## src/rtl/sram_fifo_pkg.sv

```systemverilog
// sram_fifo_pkg: shared sizing constants for the SRAM-backed FIFO.
// No ports; DEF_DEPTH/WIDTH/AW give the defaults, DEF_CW the count width.
package sram_fifo_pkg;
  localparam int DEF_DEPTH = 128;
  localparam int DEF_WIDTH = 8;
  localparam int DEF_AW    = 7;
  localparam int DEF_CW    = DEF_AW + 1;
endpackage

```

## src/rtl/sram_fifo_outbuf.sv

```systemverilog
// sram_fifo_outbuf: 2-entry output buffer, head always at e0.
// Ports: clock, reset, push/push_data, pop, head, cnt (0..2).
module sram_fifo_outbuf #(
  parameter int WIDTH = 8
) (
  input  logic             clock,
  input  logic             reset,
  input  logic             push,
  input  logic [WIDTH-1:0] push_data,
  input  logic             pop,
  output logic [WIDTH-1:0] head,
  output logic [1:0]       cnt
);
  logic [WIDTH-1:0] e0, e1;

  always_ff @(posedge clock or posedge reset) begin
    if (reset) begin
      e0  <= '0;
      e1  <= '0;
      cnt <= '0;
    end else begin
      case ({push, pop})
        2'b10: begin
          if (cnt == 2'd0) e0 <= push_data;
          else             e1 <= push_data;
          cnt <= cnt + 2'd1;
        end
        2'b01: begin
          e0  <= e1;
          cnt <= cnt - 2'd1;
        end
        2'b11: begin
          // pop and push together: occupancy unchanged
          if (cnt == 2'd2) begin
            e0 <= e1;
            e1 <= push_data;
          end else begin
            e0 <= push_data;
          end
        end
        default: ;
      endcase
    end
  end

  assign head = e0;
endmodule

```

## src/rtl/sram_fifo_ctrl.sv

```systemverilog
// sram_fifo_ctrl: FIFO controller over an external 1-port SRAM + 2-entry ob.
// Ports: clock/reset, enq_* and deq_* handshakes, count, sram_* SRAM port.
module sram_fifo_ctrl
  import sram_fifo_pkg::*;
#(
  parameter int DEPTH = DEF_DEPTH,
  parameter int WIDTH = DEF_WIDTH,
  parameter int AW    = DEF_AW
) (
  input  logic             clock,
  input  logic             reset,
  input  logic             enq_valid,
  output logic             enq_ready,
  input  logic [WIDTH-1:0] enq_data,
  output logic             deq_valid,
  input  logic             deq_ready,
  output logic [WIDTH-1:0] deq_data,
  output logic [AW:0]      count,
  output logic [AW-1:0]    sram_a,
  output logic [WIDTH-1:0] sram_i,
  input  logic [WIDTH-1:0] sram_o,
  output logic             sram_csb,
  output logic             sram_web,
  output logic             sram_oeb
);
  localparam int CW = AW + 1;

  logic [AW-1:0]    rd_ptr, wr_ptr;
  logic [AW:0]      mem_cnt;
  logic             rd_pend;
  logic [1:0]       ob_cnt;
  logic             rd_issue, enq_fire, deq_fire;
  logic             bypass, wr_en, ob_push;
  logic [WIDTH-1:0] ob_din;

  // keep ob_cnt + rd_pend <= 2 so a capture always has room
  assign rd_issue = (mem_cnt != '0) &&
                    ((ob_cnt == 2'd0) ||
                     (ob_cnt == 2'd1 && !rd_pend));

  assign count = mem_cnt + CW'(rd_pend) + CW'(ob_cnt);

  assign enq_ready = !reset && !rd_issue &&
                     (count < CW'(DEPTH));
  assign deq_valid = (ob_cnt != 2'd0);

  assign enq_fire = enq_valid && enq_ready;
  assign deq_fire = deq_valid && deq_ready;

  // skip the SRAM only when nothing older sits there or in flight
  assign bypass = enq_fire && (mem_cnt == '0) && !rd_pend &&
                  ((ob_cnt != 2'd2) || deq_fire);
  assign wr_en  = enq_fire && !bypass;

  // rd_pend excludes bypass, so one push source per cycle
  assign ob_push = rd_pend || bypass;
  assign ob_din  = rd_pend ? sram_o : enq_data;

  assign sram_csb = !(rd_issue || wr_en);
  assign sram_web = !wr_en;
  assign sram_oeb = !rd_issue;
  assign sram_a   = rd_issue ? rd_ptr : wr_ptr;
  assign sram_i   = enq_data;

  always_ff @(posedge clock or posedge reset) begin
    if (reset) begin
      rd_ptr  <= '0;
      wr_ptr  <= '0;
      mem_cnt <= '0;
      rd_pend <= 1'b0;
    end else begin
      if (rd_issue) rd_ptr <= rd_ptr + 1'b1;
      if (wr_en)    wr_ptr <= wr_ptr + 1'b1;
      rd_pend <= rd_issue;
      mem_cnt <= mem_cnt + CW'(wr_en) - CW'(rd_issue);
    end
  end

  sram_fifo_outbuf #(
    .WIDTH(WIDTH)
  ) u_ob (
    .clock     (clock),
    .reset     (reset),
    .push      (ob_push),
    .push_data (ob_din),
    .pop       (deq_fire),
    .head      (deq_data),
    .cnt       (ob_cnt)
  );
endmodule

```

## config.mk

```make
export PLATFORM = sky130hd
export DESIGN_NAME = sram_fifo_ctrl
export DESIGN_NICKNAME = d
export VERILOG_FILES = /design/src/rtl/sram_fifo_pkg.sv /design/src/rtl/sram_fifo_outbuf.sv /design/src/rtl/sram_fifo_ctrl.sv
export SDC_FILE = /design/constraint.sdc
export NUM_CORES = 1
export LEC_CHECK = 0
export CORE_UTILIZATION = 40
export CTS_BUF_LIST = sky130_fd_sc_hd__clkbuf_8
export CTS_CLUSTER_SIZE = 30
export DETAILED_ROUTE_END_ITERATION = 10
export GPL_TIMING_DRIVEN = 0
export PLACE_DENSITY = 0.72
export SLEW_MARGIN = 20
export SYNTH_ARGS = -nofsm -noshare
export SYNTH_HDL_FRONTEND = slang
export SYNTH_SLANG_ARGS = --single-unit
```

## constraint.sdc

```tcl
create_clock -name clock -period 3.8 [get_ports clock]
set_input_delay 0.76 -clock clock [delete_from_list [all_inputs] [get_ports clock]]
set_output_delay 0.76 -clock clock [all_outputs]
set_load 0.02 [all_outputs]
```

### Word level (Yosys, flattened, before mapping)

Index checks and enable logic that the tools add are counted.

* multiply operators: 0
* reductions and logical operators: 29
* muxes and demuxes: 9
* shift-type cells: 0
* bitwise gates (word level): 0
* div/mod/pow operators: 0
* $lt $le $gt $ge: 1
* eq/ne operators: 9
* $add $sub $neg: 8

Operators with widths (number)
* $mux W8: 5
* $pmux W8 S3: 1
* $add A8 B1 Y8: 2
* $pmux W8 S2: 1
* $add A7 B1 Y7 const B: 2
* $logic_and A1 B1 Y1: 10
* $add A8 B2 Y8: 1
* $logic_not A8 Y1: 1
* $lt A8 B8 Y1 const B: 1
* $reduce_bool A8 Y1: 1
* $sub A8 B1 Y8: 1
* $mux W7: 1
* $eq A2 B2 Y1 const B: 3
* $logic_not A1 Y1: 6
* $ne A2 B2 Y1 const B: 3
* $reduce_bool A2 Y1: 3
* $eq A2 B1 Y1 const B: 2
* $logic_or A1 B1 Y1: 4
* $pmux W2 S2: 1
* $reduce_and A3 Y1: 1
* $reduce_bool A3 Y1: 1
* $add A2 B1 Y2 const B: 1
* $logic_not A2 Y1: 1
* $ne A2 B1 Y1 const B: 1
* 2 further kinds: 2

* bits in latches: 0
* memory bits (writable): 0
* bits in read-only memories: 0
* memories kept: 0
* bits in registers: 41
* logic and storage cells: 63

### Logic depth before layout (Yosys ltp)

Gate-level depths: netlist (run 1).

* depth after elaboration: 15
* mapped depth: 19
* gate-level depth less buffers: 17

### By module

From an unflattened synthesis (run 1), not the netlist that was laid out.

* cell total of the unflattened synthesis: 259
* area total of the unflattened synthesis: 2755.1 um^2

By module, submodules not included
* sram_fifo_ctrl: instances 1, cells an instance 175, area an instance 1850.5 um^2
* sram_fifo_outbuf: instances 1, cells an instance 84, area an instance 904.6 um^2

### Worst setup path after synthesis (run 1)

No wires, ideal clock.

* path kind: in2reg
* start point: in reset
* end point: reg mem_cnt[6]
* library setup time: 122 ps
* cell stages on the path: 16
* path buffers: 1
* arrival: 3948 ps
* slack: -271 ps
* cells stage by stage: inv_1 -> and3_1 -> mux2_4 -> and3_1 -> buf_6 -> inv_2 -> ha_1 -> ha_1 -> inv_1 -> fa_1 -> nand2b_1 -> a21oi_1 -> o21ai_0 -> a21oi_1 -> nor2_1 -> xnor2_1

* word-level cells in the longest chain between the ends: 11

Ends and longest elaborated chain
* from (decl): RTL line sram_fifo_ctrl.sv:11 `input logic reset,`
* $logic_not A1 Y1 (no line) *
* $logic_and A1 B1 Y1 * (2 in a row): RTL line sram_fifo_ctrl.sv:43 `assign enq_ready = !reset && !rd_issue &&`
* $logic_and A1 B1 Y1 *: RTL line sram_fifo_ctrl.sv:47 `assign enq_fire = enq_valid && enq_ready;`
* $logic_and A1 B1 Y1 (3 in a row): RTL line sram_fifo_ctrl.sv:51 `assign bypass = enq_fire && (mem_cnt == '0) && !rd_pend &&`
* $logic_not A1 Y1: RTL line sram_fifo_ctrl.sv:53 `assign wr_en = enq_fire && !bypass;`
* $logic_and A1 B1 Y1 *: RTL line sram_fifo_ctrl.sv:53
* $add A8 B1 Y8 *: RTL line sram_fifo_ctrl.sv:75 `mem_cnt <= mem_cnt + CW'(wr_en) - CW'(rd_issue);`
* $sub A8 B1 Y8 *: RTL line sram_fifo_ctrl.sv:75
* to (signal assigned): RTL line sram_fifo_ctrl.sv:75
* to (decl): RTL line sram_fifo_ctrl.sv:29 `logic [AW:0] mem_cnt;`

Every way passes the cells marked *; elsewhere a longest branch is shown, timed or not.
A chain may end at the register's enable or synchronous reset.

### Final worst setup path (run 1)

* start point: in deq_ready
* end point: reg mem_cnt[6]

* word-level cells in the longest chain between the ends: 7

Ends and longest elaborated chain
* from (decl): RTL line sram_fifo_ctrl.sv:16 `input logic deq_ready,`
* $logic_and A1 B1 Y1: RTL line sram_fifo_ctrl.sv:48 `assign deq_fire = deq_valid && deq_ready;`
* $logic_or A1 B1 Y1: RTL line sram_fifo_ctrl.sv:52 `((ob_cnt != 2'd2) || deq_fire);`
* $logic_and A1 B1 Y1: RTL line sram_fifo_ctrl.sv:51
* $logic_not A1 Y1: RTL line sram_fifo_ctrl.sv:53
* $logic_and A1 B1 Y1: RTL line sram_fifo_ctrl.sv:53
* $add A8 B1 Y8: RTL line sram_fifo_ctrl.sv:75
* $sub A8 B1 Y8: RTL line sram_fifo_ctrl.sv:75

No other way between the ends.

==> impl_metrics.json, run 1 <==
{
  "antenna_left": 0,
  "path_class": "in2reg",
  "finalCriticalPeriod_ps": 3600,
  "slowest_delay_ps": 530,
  "first_iter_violations": 61,
  "tightest_slew_ps": 532,
  "syn_inst": 269,
  "die_h_um": 83.4,
  "yosys_warnings": 0,
  "start_util": 0.415,
  "hold_ws_ps": 473,
  "first_pass_iters": 4,
  "yosysTopAreaCell": "dfrtp_1",
  "overflow": 0,
  "rsz0062_at_grt": "true",
  "ctsHtreeMaxLevel": 2,
  "nets": 383,
  "die_w_um": 83.4,
  "route.detailed.drc": 0,
  "viasPerCell": 4.96,
  "cp_common_cell": "buf_6",
  "cp-start-kind": "input pin",
  "area_delta_synth_final_pct": 31.5,
  "ys_async_sr_fraction": 1.00,
  "syn_area_per_cell_sq_um": 9.84,
  "synth.most_common_cell": "nand2_1",
  "status": "finished, final reports clean",
  "fmax_ghz": 0.278,
  "diodes": 0,
  "antenna_found_initial": 0,
  "drv_slew": 0,
  "synth_common_cells": "nand2_1, dfrtp_1, ha_1",
  "core-area_sq_um": 6390,
  "grt_pass1_wl_mm": 9.54,
  "root_buffer": "clkbuf_8",
  "vdd_ir_drop_max_uv": 479,
  "skew_ps": 6.19,
  "ys_ff_latch": 41,
  "p_leak_nw": 1.60,
  "ys_seq_area_frac": 0.388,
  "postLayoutCellArea_sq_um": 3480,
  "crit_arrival_ps": 3780,
  "synth_edf_count": 0,
  "path_max_fanout": 7,
  "portBuffers": 55,
  "vias": 2048,
  "finalHoldViolCount": 0,
  "min_path_type": "reg2reg",
  "cp-end-kind": "flip-flop",
  "ys.flop_type": "dfrtp_1",
  "clock_latency_ps": 290,
  "synth.distinct_cells": 33,
  "ios": 56,
  "numCtsBuffers": 5,
  "tritoncts": "built",
  "hpwl_mm": 4.03,
  "grt_max_degree": 22,
  "cp_cell_sequence": "clkdlybuf4s50_1, nand2b_4, buf_6, a2111oi_4, nand2_1, and3_1, buf_6, inv_8, ha_1, ha_2, inv_1, fa_2, nand2b_1, a21oi_2, o21ai_0, a21oi_1, nor2_1, xnor2_1",
  "grt_pass1_vias": 2090,
  "placed_area_sq_um": 3310,
  "drive_above_1_share": 0.155,
  "routedWlPerCell_um": 13.2,
  "num_rows": 29,
  "cts.path.max_buffers": 2,
  "slowest_stage": "clkdlybuf4s50_1",
  "drt_wl_total_mm": 5.44,
  "synth_nets": 317,
  "grtUsageTotal": 0.169,
  "critical_path_required_ps": 3980,
  "path_clk_slew_ps": 90,
  "finalSetupViolCount": 0,
  "die_area_sq_um": 6950,
  "syn_area_sq_um": 2650,
  "ys_top_cells_by_area": "dfrtp_1, ha_1, xnor2_1",
  "synth_top_area_share": 0.388,
  "cts_sinks": 41,
  "routabilityCongestion": 0.730,
  "maxSlewHeadroom": 0.644,
  "power_density_nw_per_um2": 994,
  "finalCritPeriodShare": 0.948,
  "drv_cap": 0
}
==> per-stage QoR <==
stage | std cells | util | setup TNS (ps) | power (W) | setup WS (ps)
3_5_place_dp | 401 | 0.519 | -18810 | 0.00308 | -1120
4_1_cts | 413 | 0.541 | 0 | 0.00346 | 10.7
5_1_grt | 413 | 0.545 | -18.4 | 0.00376 | -18.4
3_3_place_gp | 401 | 0.519 | -17030 | 0.00301 | -1030
6_report | 413 | 0.545 | 0 | 0.00346 | 198
2_1_floorplan | 269 | - | 0 | 0.00235 | 4.74
==> power by group <==
part	internal (W)	leakage (nW)	total, W	switching [W]
logic	0.00108	1.05	0.00225	0.00117
clock network	0.000197	0.0543	0.000358	0.000161
registers	0.000656	0.496	0.000856	0.000200
==> cell type report <==
type | count | area, sq um
timing repair inverter | 2 | 12.5
fill | 589 | 2910
buffer | 13 | 103
tap | 77 | 96.3
clock inverter | 3 | 46.3
inverter | 25 | 105
sequential | 41 | 1030
clock buffer | 5 | 68.8
multi-input combinational | 189 | 1450
timing repair buffer | 58 | 573
==> cell usage in the layout (no fill, tap or decap), types with 6 or more instances in the layout <==
cell type and n:
clkdlybuf4s50_1 52, nand2_1 46, dfrtp_1 40, ha_1 24, xnor2_1 23, inv_1 23, nor2_1 15, o21ai_0 13
buf_4 11, a21oi_1 10, mux2_4 9, mux2i_1 8, and3_1 6, nand4_1 6
==> routing by layer <==
| metal | GRT usage | wire [um] | vias up |
|---|---|---|---|
| met5 | 0 | 0 | - |
| met1 | 0.214 | 2460 | 990 |
| met2 | 0.292 | 2630 | 52 |
| met4 | 0.0376 | 8 | 0 |
| li1 | - | - | 1004 |
| met3 | 0.0388 | 335 | 2 |
==> worst max-delay path: cells and delay by family <==
family	cells	cell delay, ps
buf+inv	5	930
compound gates	4	760
fa+ha+maj	3	650
simple gates	5	560
xor+xnor	1	120
==> cell families (layout without fill, tap and decap cells) <==
family                     count (synthesis)  after routing  synth area share
adders and majority gates                 28             28             0.141
DFF                                       41             41             0.388
xor gates and xnor gates                  26             26            0.0860
AOI/OAI and AO/OA                         33             33            0.0837
muxes                                     17             17            0.0813
and+or+nand+nor                           85             85             0.147
buffers and inverters                     39            106            0.0733
==> path summary, 6_finish.rpt <==
path / startpoint / end / slack, ps / cells after the start
max reg2reg: mem_cnt[0] / mem_cnt[6] / 210 / 18
max in group asynchronous: reset / mem_cnt[0] / 2820 / 2
min: rd_ptr[6] / rd_ptr[6] / 470 / 1
max: deq_ready / mem_cnt[6] / 200 / 18
min reg2reg: rd_ptr[6] / rd_ptr[6] / 470 / 1
min in group asynchronous: reset / u_ob.head[6] / 640 / 3
==> flip-flops by register name, indices dropped and copies added, names as in the netlist <==
register / cells
u_ob.head: 8
mem_cnt: 8
rd_ptr: 7
rd_pend: 1
wr_ptr: 7
u_ob.cnt: 2
u_ob.e1: 8
==> repair_timing <==
item / 4_1_cts / 5_1_grt
setup endpoints to repair: 25 / 11
gates resized for setup: 4 / 7
hold buffers: 0 / 0
hold endpoints to repair: 0 / 0
buffers inserted: 2 / 1
gates cloned: 2 / 0
pin swaps: 1 / 1
Power figures use the tool's default switching activity.
==> inputs of run 2 (changes only) <==
--- a/config.mk
+++ b/config.mk
@@ -5,12 +5,12 @@
 export SDC_FILE = /design/constraint.sdc
 export NUM_CORES = 1
 export LEC_CHECK = 0
-export CORE_UTILIZATION = 40
+export CORE_UTILIZATION = 44
 export CTS_BUF_LIST = sky130_fd_sc_hd__clkbuf_8
 export CTS_CLUSTER_SIZE = 30
 export DETAILED_ROUTE_END_ITERATION = 10
 export GPL_TIMING_DRIVEN = 0
-export PLACE_DENSITY = 0.72
+export PLACE_DENSITY = 0.77
 export SLEW_MARGIN = 20
 export SYNTH_ARGS = -nofsm -noshare
 export SYNTH_HDL_FRONTEND = slang
==> constraint.sdc (replaced) <==
create_clock -name clock -period 3.3 [get_ports clock]
set_input_delay 0.495 -clock clock [delete_from_list [all_inputs] [get_ports clock]]
set_output_delay 0.495 -clock clock [all_outputs]
set_load 0.02 [all_outputs]
==> run 2 against run 1 <==
  * Clock skew shrank 3.3 ps
  * Sequential power up 14%
  * Via count is 1.4% higher
  * Clock power increased by 17%
  * Final area increased by 5.0%
  * Core utilization increased by 10 points
  * Sequential share of layout area decreased by 1.3 points
  * Combinational power is 29% higher
  * Highest routed layer unchanged
==> impl_metrics.json, run 2 (same netlist as run 1, synthesis figures left out) <==
{
  "status": "finished, final reports clean",
  "drt_wl_total_mm": 5.71,
  "die_h_um": 79.6,
  "cts_sinks": 41,
  "fillers": 451,
  "clock_latency_ps": 300,
  "numCtsBuffers": 5,
  "postLayoutCellArea_sq_um": 3650,
  "p_leak_nw": 1.66,
  "viasPerCell": 4.96,
  "routabilityCongestion": 0.783,
  "grt_max_degree": 22,
  "slowest_delay_ps": 460,
  "ctsHtreeMaxLevel": 2,
  "drv_cap": 0,
  "vias": 2077,
  "route.detailed.drc": 0,
  "grt_pass1_wl_mm": 9.23,
  "finalHoldViolCount": 0,
  "post-place-ws_ps": -1230,
  "core-area_sq_um": 5640,
  "slowest_stage": "dfrtp_1",
  "hpwl_mm": 3.96,
  "min_path_type": "in2async",
  "final_cell_mix": "clkdlybuf4s50_1, nand2_1, dfrtp_1, buf_4, xnor2_1",
  "fin_util": 0.648,
  "crit_family": "simple AND/OR/NAND/NOR gates",
  "finalCriticalPeriod_ps": 3260,
  "path_buf_inv": 3,
  "ios": 56,
  "routedWlPerCell_um": 13.6,
  "cp_cell_sequence": "inv_1, ha_1, nand2_1, or3_1, o21ai_2, and3_4, inv_8, ha_4, ha_4, inv_2, fa_2, nand2b_4, a21oi_4, o21ai_2, a21oi_2, nor2_1, xnor2_1",
  "overflow": 0,
  "die_w_um": 79.6,
  "critical_path_required_ps": 3490,
  "first_iter_violations": 77,
  "placed_area_sq_um": 3350,
  "maxSlewHeadroom": 0.632,
  "path_clk_slew_ps": 80,
  "antenna_found_initial": 0,
  "ctsHoldBuffers": 0,
  "die_area_sq_um": 6330,
  "rsz0062_at_grt": "true",
  "cp-end-kind": "flip-flop",
  "nets": 394,
  "layout_commonest_cell": "clkdlybuf4s50_1",
  "crit_arrival_ps": 3450,
  "tritoncts": "built",
  "multiInputGateArea_sq_um": 1540,
  "reg2reg_depth": 17,
  "root_buffer": "clkbuf_8",
  "power_density_nw_per_um2": 1170,
  "start_util": 0.469,
  "vdd_ir_drop_max_uv": 780,
  "cp-start-kind": "flip-flop",
  "skew_ps": 2.91,
  "finalCritPeriodShare": 0.988,
  "area_delta_synth_final_pct": 38.0,
  "grtUsageTotal": 0.191,
  "path_max_fanout": 5,
  "register_area_sq_um": 1030,
  "setup_ws_ps": 40.6,
  "power_w": 0.00429,
  "num_rows": 27,
  "tightest_slew_ps": 550,
  "path_class": "reg2reg",
  "finalSetupViolCount": 0,
  "antenna_left": 0,
  "drive_above_1_share": 0.231,
  "diodes": 0,
  "grt_pass1_vias": 2016,
  "first_pass_iters": 4,
  "drv_slew": 0,
  "portBuffers": 55,
  "fmax_ghz": 0.307,
  "cts.path.max_buffers": 2,
  "crit_cells": 17
}
run 2: power by group:
part           switching [W]  internal, W  leakage [nW]
clock               0.000192     0.000227        0.0543
sequential          0.000218     0.000761         0.491
combinational        0.00146      0.00143          1.11
total                0.00187      0.00242          1.66
run 2: through the flow:
step                      hold WS (ps)  cells  setup TNS, ps
final                              373    419              0
after global routing               386    419           -123
after CTS                          502    414          -19.5
after detailed placement           485    396         -23770
after global placement             461    396         -22550
after floorplan                    445    269           -360
run 2: final timing paths:
path / from / to / slack (ps)
min in group clock: rd_ptr[6] / rd_ptr[6] / 490
min: reset / u_ob.head[6] / 370
max: mem_cnt[4] / mem_cnt[6] / 40
max in group asynchronous: reset / u_ob.cnt[1] / 2580
max reg2reg: mem_cnt[4] / mem_cnt[6] / 40
min reg2reg: rd_ptr[6] / rd_ptr[6] / 490
run 2: area by class of cell:
type | instances | share of cell area
inverter | 25 | 0.0295
buffer | 12 | 0.0260
timing repair buffer | 70 | 0.182
sequential | 41 | 0.283
clock inverter | 3 | 0.0127
tap | 72 | 0.0247
clock buffer | 5 | 0.0188
timing repair inverter | 2 | 0.00342
multi-input combinational | 189 | 0.421
run 2: timing repair:
action,CTS,global route
gates resized for setup,16,12
gates cloned,2,0
buffers inserted,10,5
setup endpoints to repair,33,26
endpoints found under the hold margin,0,0
pin swaps,11,10
run 2: layer usage:
metal  share of wire  vias to the layer above  track usage
met5               0                        -            0
met4          0.0093                        0       0.0618
met3           0.053                        6       0.0423
met2            0.50                       48        0.338
met1            0.44                      996        0.228
li1                -                     1027            -
run 2: tightest hold or removal path, delay by kind of cell:
kind                   cells  cell delay [ps]
buffers and inverters      3              510
==> inputs of run 3 (changes only) <==
--- a/config.mk
+++ b/config.mk
@@ -10,7 +10,7 @@
 export CTS_CLUSTER_SIZE = 30
 export DETAILED_ROUTE_END_ITERATION = 10
 export GPL_TIMING_DRIVEN = 0
-export PLACE_DENSITY = 0.77
+export PLACE_DENSITY = 0.75
 export SLEW_MARGIN = 20
 export SYNTH_ARGS = -nofsm -noshare
 export SYNTH_HDL_FRONTEND = slang
==> constraint.sdc (replaced) <==
create_clock -name clock -period 3.12 [get_ports clock]
set_input_delay 0.468 -clock clock [delete_from_list [all_inputs] [get_ports clock]]
set_output_delay 0.468 -clock clock [all_outputs]
set_load 0.02 [all_outputs]
==> run 3 against run 2 <==
  * The run now ends with setup timing left
  * Sequential cell count stayed put
  * Worst setup slack worse by 210 ps
  * Critical path type unchanged
  * Via count is 1.3% higher
  * Non-clock buffer count is 5 higher
  * Maximum frequency is 0.80% lower
  * Sequential share of layout area is 0.56 points lower
  * Count of clock-buffer cells in the layout is 1 higher
==> impl_metrics.json, run 3 (same netlist as run 1, synthesis figures left out) <==
{
  "grt_pass1_vias": 2110,
  "rrSetupSlack_ps": -170,
  "hpwl_mm": 3.95,
  "cts_sinks": 41,
  "r2r-start": "mem_cnt[1]",
  "cp-end-kind": "flip-flop",
  "status": "finished with violations",
  "power_density_nw_per_um2": 1250,
  "register_area_sq_um": 1030,
  "power_w": 0.00468,
  "hold_end": "rd_ptr[6]",
  "slowest_stage": "dfrtp_2",
  "viasPerCell": 4.96,
  "path_class": "reg2reg",
  "dp.cells": 396,
  "holdPathStages": 1,
  "fmax_ghz": 0.304,
  "drv_cap": 0,
  "path_buf_inv": 2,
  "root_buffer": "clkbuf_8",
  "die_area_sq_um": 6330,
  "portBuffers": 55,
  "tightest_slew_ps": 520,
  "antenna_left": 0,
  "die_w_um": 79.6,
  "critical_path_required_ps": 3310,
  "cp_common_cell": "ha_4",
  "die_h_um": 79.6,
  "final_cell_mix": "nand2_1, clkdlybuf4s50_1, dfrtp_1, buf_4, xnor2_1",
  "hold_ws_ps": 477,
  "grt_pass1_wl_mm": 9.98,
  "cts.path.max_buffers": 2,
  "maxSlewHeadroom": 0.651,
  "first_pass_iters": 4,
  "grt_max_degree": 22,
  "layout_commonest_cell": "nand2_1",
  "first_iter_violations": 51,
  "routabilityCongestion": 0.771,
  "num_rows": 27,
  "skew_ps": 6.60,
  "post-place-ws_ps": -1440,
  "numCtsBuffers": 5,
  "p_leak_nw": 1.80,
  "clock_latency_ps": 290,
  "crit_arrival_ps": 3470,
  "fin_util": 0.662,
  "overflow": 0,
  "routedWlPerCell_um": 14.2,
  "fin_cells": 424,
  "vias": 2104,
  "min_path_type": "reg2reg",
  "start_util": 0.469,
  "cp_cell_sequence": "ha_1, nor2b_2, o2111a_2, mux2_4, and3_4, inv_8, ha_4, ha_4, inv_2, fa_2, nand2b_4, a21oi_4, o21ai_1, a21oi_1, nor2_1, xnor2_1",
  "finalHoldViolCount": 0,
  "min_from": "rd_ptr[6]",
  "finalCriticalPeriod_ps": 3290,
  "crit_family": "adder cells",
  "fillers": 435,
  "finalSetupViolCount": 4,
  "tritoncts": "built",
  "drt_wl_total_mm": 6.00,
  "finalCritPeriodShare": 1.05,
  "timing.rr.end": "mem_cnt[6]",
  "ios": 56,
  "multiInputGateArea_sq_um": 1550,
  "route.detailed.drc": 0,
  "slowest_delay_ps": 480,
  "rsz0062_at_grt": "true",
  "path_clk_slew_ps": 80,
  "drv_slew": 0,
  "diodes": 0,
  "area_delta_synth_final_pct": 41.0,
  "vdd_ir_drop_max_uv": 761,
  "cp-start-kind": "flip-flop",
  "core-area_sq_um": 5640,
  "failed_checks": "setup timing",
  "grtUsageTotal": 0.206,
  "reg2reg_depth": 16,
  "antenna_found_initial": 0,
  "path_max_fanout": 6,
  "drive_above_1_share": 0.250,
  "nets": 399,
  "ctsHtreeMaxLevel": 2,
  "setup_ws_ps": -166
}
-- run 3: timing repair --
action | 4_1_cts | 5_1_grt
pin swaps | 13 | 7
gates cloned | 2 | 0
setup endpoints to repair | 35 | 29
hold buffers | 0 | 0
resized for setup | 24 | 24
buffers inserted | 16 | 4
-- run 3: per-layer routing --
| metal | global-route usage | part of all wire | vias up | routed length [um] |
|---|---|---|---|---|
| met3 | 0.0457 | 0.058 | 10 | 348 |
| met1 | 0.252 | 0.43 | 1000 | 2590 |
| met2 | 0.357 | 0.49 | 58 | 2960 |
| met5 | 0 | 0 | - | 0 |
| li1 | - | - | 1036 | - |
| met4 | 0.0691 | 0.017 | 0 | 101 |
-- run 3: worst max-delay path by stage --
stage                  to       start  cells after the start  slack (ps)
6_report       mem_cnt[6]  mem_cnt[1]                     16        -170
5_1_grt        mem_cnt[6]     rd_pend                     18        -310
4_1_cts        mem_cnt[6]     rd_pend                     18        -240
3_5_place_dp   mem_cnt[7]       reset                     16       -1440
3_3_place_gp   mem_cnt[7]       reset                     16       -1360
2_1_floorplan  mem_cnt[6]       reset                     16        -340
-- run 3: power by group --
part	total, W	switching [W]	internal, W
Sequential	0.00105	0.000240	0.000807
Combinational	0.00318	0.00160	0.00158
Clock	0.000446	0.000188	0.000258
Total	0.00468	0.00203	0.00265
-- run 3: area by class of cell --
| type | instances | area share |
|---|---|---|
| plain buffers | 12 | 0.0272 |
| clock buffers | 6 | 0.0221 |
| clock inverters | 2 | 0.00905 |
| inverters | 25 | 0.0295 |
| multi-input cells | 189 | 0.415 |
| flip-flops and latches | 41 | 0.277 |
| well taps | 72 | 0.0241 |
| repair buffers | 75 | 0.193 |
| repair inverters | 2 | 0.00335 |
-- run 3: metrics by stage --
stage               instance area, sq um  TNS, ps
floorplan                           2710     -925
global placement                    3350   -26970
detailed placement                  3350   -29360
CTS                                 3650     -495
global route                        3730    -1160
finish                              3730     -448
